`src/rtl/sa_pkg.sv`:
```
// Shared types and helpers for the systolic-array tile sequencer.
// States, array geometry, and the row pack/unpack between a 128-bit C row and its four 32-bit lanes.
package sa_pkg;

   localparam int unsigned ROWS      = 4;
   localparam int unsigned LANES     = 4;
   localparam int unsigned LANE_BITS = 32;
   localparam int unsigned ROW_BITS  = LANES * LANE_BITS;

   typedef enum logic [2:0] {
      StIdle  = 3'd0,
      StFetch = 3'd1,
      StKick  = 3'd2,
      StWait  = 3'd3,
      StAccum = 3'd4,
      StDrain = 3'd5,
      StDone  = 3'd6
   } sa_state_e;

   typedef logic [LANES-1:0][LANE_BITS-1:0] lanes_t;

   // Lane 0 lives in the most significant 32 bits of a packed row.
   function automatic lanes_t row_unpack(input logic [ROW_BITS-1:0] row);
      lanes_t l;
      for (int j = 0; j < LANES; j++) begin
         l[j] = row[(LANES-1-j)*LANE_BITS +: LANE_BITS];
      end
      return l;
   endfunction

   function automatic logic [ROW_BITS-1:0] row_pack(input lanes_t l);
      logic [ROW_BITS-1:0] row;
      for (int j = 0; j < LANES; j++) begin
         row[(LANES-1-j)*LANE_BITS +: LANE_BITS] = l[j];
      end
      return row;
   endfunction

endpackage

```
`src/rtl/sa_acc_bank.sv`:
```
// 4x4 bank of 32-bit partial-sum accumulators.
// load_i overwrites with the captured C tile, add_i adds it (wrapping); one row readable at a time.
module sa_acc_bank
   import sa_pkg::*;
(
   input  logic                           clk_i,
   input  logic                           rst_i,
   input  logic                           load_i,
   input  logic                           add_i,
   input  logic [ROWS-1:0][ROW_BITS-1:0]  c_i,
   input  logic [1:0]                     rd_row_i,
   output logic [ROW_BITS-1:0]            rd_data_o
);

   lanes_t [ROWS-1:0] acc_q, acc_d;
   lanes_t [ROWS-1:0] c_lanes;

   // Split each incoming C row into its lanes.
   always_comb begin
      for (int r = 0; r < ROWS; r++) begin
         c_lanes[r] = row_unpack(c_i[r]);
      end
   end

   // Next partial sums: load on the first K-tile, wrap-around add afterwards.
   always_comb begin
      acc_d = acc_q;
      for (int r = 0; r < ROWS; r++) begin
         for (int j = 0; j < LANES; j++) begin
            if (load_i) begin
               acc_d[r][j] = c_lanes[r][j];
            end else if (add_i) begin
               acc_d[r][j] = acc_q[r][j] + c_lanes[r][j];
            end
         end
      end
   end

   // Accumulator storage.
   always_ff @(posedge clk_i or posedge rst_i) begin
      if (rst_i) begin
         acc_q <= '0;
      end else begin
         acc_q <= acc_d;
      end
   end

   assign rd_data_o = row_pack(acc_q[rd_row_i]);

endmodule

```
`src/rtl/sa_tile_sequencer.sv`:
```
// K-tiled matmul sequencer for a 4x4 int8 systolic-array core.
// Per tile: fetch A/B rows, restart core, capture C on done rise, accumulate; then drain C rows.
// Optional macro SA_WATCHDOG_EN bounds the WAIT state to WDOG_CYCLES cycles.
module sa_tile_sequencer
   import sa_pkg::*;
#(
   parameter int unsigned ADDR_BITS  = 16,
   parameter int unsigned DATA_BITS  = 32,
   parameter int unsigned DATAC_BITS = 128,
   parameter int unsigned KT_BITS    = 4
`ifdef SA_WATCHDOG_EN
   ,
   parameter int unsigned WDOG_CYCLES = 64
`endif
) (
   input  logic                  clk,
   input  logic                  rst,
   input  logic                  start,
   input  logic [KT_BITS-1:0]    k_tiles,
   input  logic [ADDR_BITS-1:0]  base_addr,
   output logic                  rd_en,
   output logic [ADDR_BITS-1:0]  rd_addr,
   input  logic [DATA_BITS-1:0]  rd_data,
   output logic                  sa_rst_n,
   output logic                  sa_busy,
   input  logic                  sa_done,
   output logic [DATA_BITS-1:0]  sa_a0,
   output logic [DATA_BITS-1:0]  sa_a1,
   output logic [DATA_BITS-1:0]  sa_a2,
   output logic [DATA_BITS-1:0]  sa_a3,
   output logic [DATA_BITS-1:0]  sa_b0,
   output logic [DATA_BITS-1:0]  sa_b1,
   output logic [DATA_BITS-1:0]  sa_b2,
   output logic [DATA_BITS-1:0]  sa_b3,
   input  logic [DATAC_BITS-1:0] sa_c0,
   input  logic [DATAC_BITS-1:0] sa_c1,
   input  logic [DATAC_BITS-1:0] sa_c2,
   input  logic [DATAC_BITS-1:0] sa_c3,
   output logic                  out_valid,
   input  logic                  out_ready,
   output logic [1:0]            out_row,
   output logic [DATAC_BITS-1:0] out_data,
   output logic                  busy,
   output logic                  done,
   output logic                  err
);

   sa_state_e                     state_q, state_d;
   logic [KT_BITS-1:0]            k_q, k_d;
   logic [KT_BITS-1:0]            kt_q, kt_d;
   logic [ADDR_BITS-1:0]          base_q, base_d;
   logic [3:0]                    fetch_cnt_q, fetch_cnt_d;
   logic [1:0]                    row_q, row_d;
   logic                          err_q, err_d;
   logic                          sa_done_q;
   logic [7:0][DATA_BITS-1:0]     ab_q, ab_d;
   logic [ROWS-1:0][DATAC_BITS-1:0] c_q, c_d;
   logic                          acc_load, acc_add;
   logic [ROW_BITS-1:0]           acc_rd;
   logic [2:0]                    wr_idx;
   logic                          done_rise;

`ifdef SA_WATCHDOG_EN
   localparam int unsigned WdW = $clog2(WDOG_CYCLES + 1);
   logic [WdW-1:0]                wdog_q, wdog_d;
`endif

   // Row i of a fetch lands one cycle after its read, i.e. at count i+1.
   assign wr_idx    = 3'(fetch_cnt_q - 4'd1);
   assign done_rise = sa_done & ~sa_done_q;

   // Next-state and datapath control.
   always_comb begin
      state_d     = state_q;
      k_d         = k_q;
      kt_d        = kt_q;
      base_d      = base_q;
      fetch_cnt_d = fetch_cnt_q;
      row_d       = row_q;
      err_d       = err_q;
      ab_d        = ab_q;
      c_d         = c_q;
      acc_load    = 1'b0;
      acc_add     = 1'b0;
`ifdef SA_WATCHDOG_EN
      wdog_d      = wdog_q;
`endif
      case (state_q)
         StIdle: begin
            if (start) begin
               kt_d        = k_tiles;
               base_d      = base_addr;
               k_d         = '0;
               fetch_cnt_d = '0;
               row_d       = '0;
               if (k_tiles != '0) begin
                  err_d   = 1'b0;
                  state_d = StFetch;
               end else begin
                  err_d   = 1'b1;
                  state_d = StDone;
               end
            end
         end
         StFetch: begin
            if (fetch_cnt_q != 4'd0) begin
               ab_d[wr_idx] = rd_data;
            end
            if (fetch_cnt_q == 4'd8) begin
               state_d = StKick;
            end else begin
               fetch_cnt_d = fetch_cnt_q + 4'd1;
            end
         end
         StKick: begin
            state_d = StWait;
`ifdef SA_WATCHDOG_EN
            wdog_d  = '0;
`endif
         end
         StWait: begin
            if (done_rise) begin
               c_d     = {sa_c3, sa_c2, sa_c1, sa_c0};
               state_d = StAccum;
`ifdef SA_WATCHDOG_EN
            end else if (wdog_q == WdW'(WDOG_CYCLES - 1)) begin
               err_d   = 1'b1;
               state_d = StDone;
            end else begin
               wdog_d  = wdog_q + 1'b1;
`endif
            end
         end
         StAccum: begin
            acc_load = (k_q == '0);
            acc_add  = (k_q != '0);
            if ((k_q + KT_BITS'(1)) == kt_q) begin
               row_d   = '0;
               state_d = StDrain;
            end else begin
               k_d         = k_q + KT_BITS'(1);
               fetch_cnt_d = '0;
               state_d     = StFetch;
            end
         end
         StDrain: begin
            if (out_ready) begin
               if (row_q == 2'd3) begin
                  state_d = StDone;
               end else begin
                  row_d = row_q + 2'd1;
               end
            end
         end
         StDone: begin
            state_d = StIdle;
         end
         default: begin
            state_d = StIdle;
         end
      endcase
   end

   // State and datapath registers.
   always_ff @(posedge clk or posedge rst) begin
      if (rst) begin
         state_q     <= StIdle;
         k_q         <= '0;
         kt_q        <= '0;
         base_q      <= '0;
         fetch_cnt_q <= '0;
         row_q       <= '0;
         err_q       <= 1'b0;
         sa_done_q   <= 1'b0;
         ab_q        <= '0;
         c_q         <= '0;
`ifdef SA_WATCHDOG_EN
         wdog_q      <= '0;
`endif
      end else begin
         state_q     <= state_d;
         k_q         <= k_d;
         kt_q        <= kt_d;
         base_q      <= base_d;
         fetch_cnt_q <= fetch_cnt_d;
         row_q       <= row_d;
         err_q       <= err_d;
         sa_done_q   <= sa_done;
         ab_q        <= ab_d;
         c_q         <= c_d;
`ifdef SA_WATCHDOG_EN
         wdog_q      <= wdog_d;
`endif
      end
   end

   sa_acc_bank u_acc (
      .clk_i     (clk),
      .rst_i     (rst),
      .load_i    (acc_load),
      .add_i     (acc_add),
      .c_i       (c_q),
      .rd_row_i  (row_q),
      .rd_data_o (acc_rd)
   );

   assign rd_en     = (state_q == StFetch) && !fetch_cnt_q[3];
   assign rd_addr   = rd_en ? (base_q + ADDR_BITS'({k_q, 3'b000}) + ADDR_BITS'(fetch_cnt_q)) : '0;
   assign sa_rst_n  = (state_q != StKick);
   assign sa_busy   = (state_q == StKick) || (state_q == StWait);
   assign out_valid = (state_q == StDrain);
   assign out_row   = out_valid ? row_q : 2'd0;
   assign out_data  = out_valid ? acc_rd : '0;
   assign busy      = (state_q != StIdle);
   assign done      = (state_q == StDone);
   assign err       = err_q;

   assign sa_a0 = ab_q[0];
   assign sa_a1 = ab_q[1];
   assign sa_a2 = ab_q[2];
   assign sa_a3 = ab_q[3];
   assign sa_b0 = ab_q[4];
   assign sa_b1 = ab_q[5];
   assign sa_b2 = ab_q[6];
   assign sa_b3 = ab_q[7];

endmodule

```
`config.mk`:
```
export PLATFORM = sky130hd
export DESIGN_NAME = sa_tile_sequencer
export DESIGN_NICKNAME = d
export VERILOG_FILES = /design/src/rtl/sa_pkg.sv /design/src/rtl/sa_acc_bank.sv /design/src/rtl/sa_tile_sequencer.sv
export SDC_FILE = /design/constraint.sdc
export NUM_CORES = 2
export LEC_CHECK = 0
export ABC_CLOCK_PERIOD_IN_PS = 58500
export BUFFER_PORTS_ARGS = -buffer_cell sky130_fd_sc_hd__buf_2
export CAP_MARGIN = 20
export CORE_AREA = 2 2 379 381
export CTS_CLUSTER_DIAMETER = 120
export DETAILED_ROUTE_END_ITERATION = 8
export DIE_AREA = 0 0 381 383
export GPL_TIMING_DRIVEN = 0
export PLACE_DENSITY = 0.78
export SYNTH_ARGS = -nofsm -noshare
export SYNTH_HDL_FRONTEND = slang
export SYNTH_SLANG_ARGS = --single-unit
```
`constraint.sdc`:
```
create_clock -name clk -period 58.5 [get_ports clk]
set_input_delay 5.85 -clock clk [delete_from_list [all_inputs] [get_ports clk]]
set_output_delay 5.85 -clock clk [all_outputs]
set_load 0.1 [all_outputs]
```
---- Word level (Yosys, flattened, before mapping) ----
Index checks and enable logic that the tools add are counted.
cells by class
  add/sub/neg operators ................... 22
  order comparisons ....................... 3
  equal/unequal tests ..................... 19
  muxes and demuxes ....................... 62
  bitwise logic cells ..................... 2
  reductions and logical operators ........ 21
operators with widths
  kind                 number
  $mux 32              33
  $add 32x32->32       16
  $bmux 128 s2         1
  $bwmux 256           1
  $mux 128             2
  $demux 32 s3         1
  $mux 3               7
  $pmux 3 s6           1
  $add 16x4->16        1
  $add 16x7->16        1
  $mux 16              1
  $mux 4               4
  $ne 2x2->1 const B   7
  $pmux 4 s3           1
  $reduce_bool 4->1    3
  $mux 2               5
  $reduce_and 5->1     2
  $eq 3x3->1 const B   3
  $reduce_bool 3->1    3
  $add 4x1->4 const B  2
  $pmux 4 s2           1
  $eq 3x2->1 const B   2
  $pmux 2 s3           1
  $reduce_and 2->1     3
  other kinds (22)     27
word-level totals
  register bits after elaboration ......... 1,315
  input bits .............................. 569
  word-level logic and storage cells ...... 165

---- Longest topological paths before layout ----
  depth after elaboration ................. 6
  depth in mapped cells ................... 13

---- By module ----
A second synthesis with hierarchy kept.
second synthesis, totals
  cells, all modules ...................... 7,768
  area total of the unflattened synthesis .. 80,837.5 um^2
by module, submodules not included
  module             instances  cells each  area an instance (um^2)  sequential area each (um^2)
  sa_acc_bank        1          5,722       49,083.3                 12,812.3
  sa_tile_sequencer  1          2,046       31,754.2                 20,094.3

---- Worst setup path before layout ----
No wires, ideal clock.
  path kind ............................... reg-to-output
  from .................................... register k_q[0]
  to ...................................... output port rd_addr[13]
  data arrival time ....................... 3.869 ns
  required time ........................... 52.650 ns
  path slack .............................. 48.781 ns
  cell stages (with the launch flop) ...... 13
  path buffers ............................ 0
  cell sequence ........................... dfrtp_1 > inv_1 > fa_1 > inv_1 > ha_1 > a21o_1 > a21oi_1 > o21bai_1 > a21oi_1 > inv_1 > a21oi_1 > o21ai_0 > a21oi_1
on the way
  longest elaborated chain between the ends .. 3
RTL lines
  item                    line                      text
  start, declared         sa_tile_sequencer.sv:49   logic [KT_BITS-1:0] k_q, k_d;
  start signal, assigned  sa_tile_sequencer.sv:182  k_q <= k_d;
  $add 16x7->16           sa_tile_sequencer.sv:208  assign rd_addr = rd_en ? (base_q + ADDR_BITS'({k_q, 3'b000}) + ADDR_BITS'(fetch_cnt_q)) : '0;
  $add 16x4->16           sa_tile_sequencer.sv:208
  $mux 16                 sa_tile_sequencer.sv:208
  end, declared           sa_tile_sequencer.sv:22   output logic [ADDR_BITS-1:0] rd_addr,
No other way between the ends.

---- Final worst setup path ----
  from .................................... register state_q[2]
  to ...................................... output port out_data[95]
on the way
  longest elaborated chain between the ends .. 2
RTL lines
  item                    line                      text
  start, declared         sa_tile_sequencer.sv:48   sa_state_e state_q, state_d;
  start signal, assigned  sa_tile_sequencer.sv:167  state_q <= StIdle;
  start signal, assigned  sa_tile_sequencer.sv:181  state_q <= state_d;
  $eq 3x3->1              sa_tile_sequencer.sv:211  assign out_valid = (state_q == StDrain);
  $mux 128                sa_tile_sequencer.sv:213  assign out_data = out_valid ? acc_rd : '0;
  end, declared           sa_tile_sequencer.sv:42   output logic [DATAC_BITS-1:0] out_data,
No other way between the ends.

==> key figures <==
Setup path
  • Worst reg2reg path endpoint: u_acc.acc_q[156]
  • Critical Path Max Stage Delay: ~900 ps
  • Worst path required time: ~53,000 ps
  • Crit path top cell by count: clkbuf_1
  • Number of buffers and inverters on the critical path: 5
  • R2r setup slk: 53,460 ps
  • CP cell instances: clkbuf_1 > clkbuf_2 > clkbuf_1 > clkbuf_1 > and3_1 > buf_2
  • CP max-delay cell: clkbuf_1
  • Crit. End Element: output pin
  • CP Class: reg -> out
  • Crit-path max FO: 10
  • CP startpoint kind: flop
  • Worst R2R Path Depth: 7
  • Arr. time, crit path: 5150 ps
  • Largest delay share family, worst path: buffers and inverters
  • R2r startpoint: state_q[2]

Routing
  • DRC viols: 6
  • Routed len/inst: 30.5 um
  • Post-DRT Antenna Nets: 0
  • Pre-Repair DR Iteration Count: 9
  • WL final: about 340,000 um
  • 1st-iter DRT viols: 7,736
  • Via density: 6.56
  • Vias: around 73,000

Yosys
  • Synth Cell Area: between 70,000 and 80,000 um^2
  • Syn Nets: 9,054
  • Seq/Total Area, Yosys: 0.413
  • Compound-Gate Fraction of Synth Area: 0.170
  • Yosys top cell area share: 0.413
  • Yosys top cell by area: dfrtp_1
  • Cell with the most instances after synthesis: dfrtp_1
  • Post-synth top cells: 1,315 x dfrtp_1, 791 x mux2_2, 781 x a21oi_1
  • EDFF count, synth: 0
  • Main combinational cell family by area after synthesis: compound AO/OA/AOI/OAI gates
  • #FFs+latches synth: 1,315
  • Mux share of post-synthesis cell area: 0.151
  • Post-synth cell types: 88
  • Syn Area/Cell: around 10 um^2
  • XOR/XNOR Fraction of Synth Area: 0.0486
  • Synthesis warning total: 0
  • Synth Flop Type: dfrtp_1
  • Post-Synth Simple-Gate Area: 0.108
  • Main area contributors after synthesis: dfrtp_1 41%, mux2_2 11%, ha_1 8.1%, a21oi_1 4.9%, mux4_2 3.6%
  • Adder-cell share of the synthesized area: 0.0853
  • Syn Inst Count: 7,952
  • Share of flip-flops with an asynchronous set or reset: 1.00

Timing
  • Slew headroom: 0.102
  • Setup TNS: 0 ps
  • Final Hold Viols: 0
  • Worst Slack Setup Final: 47,500 ps
  • Post-layout min period: 11,000 ps
  • Clock Skews: 48.9 ps
  • RSZ-0062 raised after global routing: no
  • Slew Limit Fails: 0
  • Actual slew at the worst max-slew pin: 1350 ps
  • Crit share post-route: 0.188
  • FMAX: 90.9 MHz
  • Endpoints failing setup: 0

Worst hold path
  • Worst Hold End: sa_a2[25]
  • Worst Hold Depth: 1
  • Hold/Removal Path Class: reg -> reg
  • Worst hold start: sa_a2[25]

Power
  • Peak VDD IR: 0.0724 mV
  • Clock power frac: 0.142
  • Sw Ratio: 0.516
  • P_sw: 3700 uW
  • Power Density: 76.5 nW/um^2
  • Comb power frac: 0.605
  • P_leak: 0.0447 uW
  • Flop pwr share: 0.253
  • Pint: 3470 uW

Floorplanning
  • IO Pins: 978
  • Initial Util: 0.561
  • Core area: 142,000 um^2
  • Die ar.: 146,000 um^2
  • Die Height: 383 um
  • DIE WIDTH: 381 um
  • Cell row count: 139

Final layout
  • Area grow syn2layout: 17.5%
  • Layout cell share with drive strength beyond 1: 0.246
  • NumNets Final: 10,300
  • Fin cells: roughly 11,000

CTS
  • # clock sinks: 1,315
  • TritonCTS clock tree: built
  • Clock Tree Buf Depth: 3
  • Clk Tree Root Cell: clkbuf_16
  • CTS H-tree depth: 4
  • Worst-Skew Late Latency: 840 ps
  • Post-CTS Setup Bufs: 0
  • Clock-pin slew on the worst setup and hold paths: about 60 ps
  • Resize count post-CTS: 0
  • Hold-fix buffers, CTS: 0
  • Total CTS buffers: ~150

Global route
  • First-pass GRT wire length: 481,000 um
  • Number of global-route vias before repair: 70,200
  • Total GRT Usage: 0.457
  • Initial antenna violation count: 45
  • GR Overflow Total: 0
  • Largest net degree at the start of global routing: 137

Placement
  • I/O Buffers: 977
  • Gpl congestion: 1.04
  • Dpl ws: about 50,000 ps
  • Placed Cells: approximately 11,000
  • DPL Wire Length: between 200,000 and 300,000 um

Outcome
  • Failing checks: DRC
  • Status: complete, but fails checks

Run
  • Max_cap viols: 0
power groups by stage:
stage	registers [uW]	clock network [uW]	logic, uW
final	1820	1020	4340
after global routing	1840	1060	4630
after CTS	1780	1020	4240
after detailed placement	1800	0	4210
after global placement	1780	0	4100
after floorplan	2110	0	2710
cells by family (layout without fill, tap and decap cells):
| family | count (synthesis) | in the layout |
|---|---|---|
| buffers and inverters | 519 | 1837 |
| AND/OR/NAND/NOR | 1952 | 1952 |
| flip-flops | 1315 | 1315 |
| XOR/XNOR | 443 | 443 |
| AO/OA/AOI/OAI | 2245 | 2245 |
| other | 0 | 22 |
| multiplexers | 945 | 945 |
| adder cells (fa/ha/maj) | 533 | 533 |
per-stage QoR:
stage	hold WS [ps]	power, uW	cell area, um^2	utilization
floorplan	440	4830	79800	-
global placement	473	5880	87000	0.612
detailed placement	487	6000	88300	0.621
CTS	500	7040	93600	0.658
global route	507	7520	93700	0.659
finish	499	7170	93800	0.659
cell type report:
type                            count  area [um^2]
Fill cell                       11400        48500
Multi-Input combinational cell   6118        44900
Sequential cell                  1315        32900
Timing Repair Buffer             1046         6160
Clock buffer                      210         4300
Tap cell                         1903         2380
Buffer                            393         1510
Clock inverter                     62         1040
Inverter                          126          480
Antenna cell                       22         55.1
how the worst max path moves through the flow:
| stage | start | to | slack (ps) | cells after the start |
|---|---|---|---|---|
| global route | state_q[2] | out_data[93] | 47570 | 6 |
| CTS | state_q[2] | out_data[93] | 47720 | 6 |
| detailed placement | state_q[2] | out_data[93] | 48610 | 6 |
| global placement | rst | u_acc.acc_q[330] | 1310 | 2 |
| finish | state_q[2] | out_data[95] | 47500 | 6 |
| floorplan | rst | base_q[0] | 15580 | 1 |
routing by layer:
layer	part of all wire	wire length, um	track usage	vias up
li1	-	-	-	31400
met1	0.35	119000	0.535	36200
met2	0.44	151000	0.700	4566
met3	0.11	38200	0.132	1205
met4	0.097	33200	0.374	24
met5	0.00083	285	0	-
registers in the layout, indices dropped and copies added (netlist names), 16 cells and up:
register,flops
sa_a3,32
sa_a2,32
sa_a1,32
sa_b3,32
base_q,16
sa_b1,32
sa_a0,32
sa_b2,32
c_q,512
u_acc.acc_q,512
sa_b0,32
layout by cell type (no fill, tap or decap), types with 254 or more instances in the layout:
| cell | instances |
|---|---|
| clkbuf_1 | 343 |
| nand2_1 | 759 |
| dfrtp_1 | 1315 |
| xnor2_1 | 254 |
| a21oi_1 | 781 |
| nor2_1 | 630 |
| ha_1 | 515 |
| buf_2 | 984 |
| mux2_2 | 791 |
| a21o_1 | 279 |
| o21ai_0 | 547 |
No activity file was read; power rests on OpenSTA's default activity.
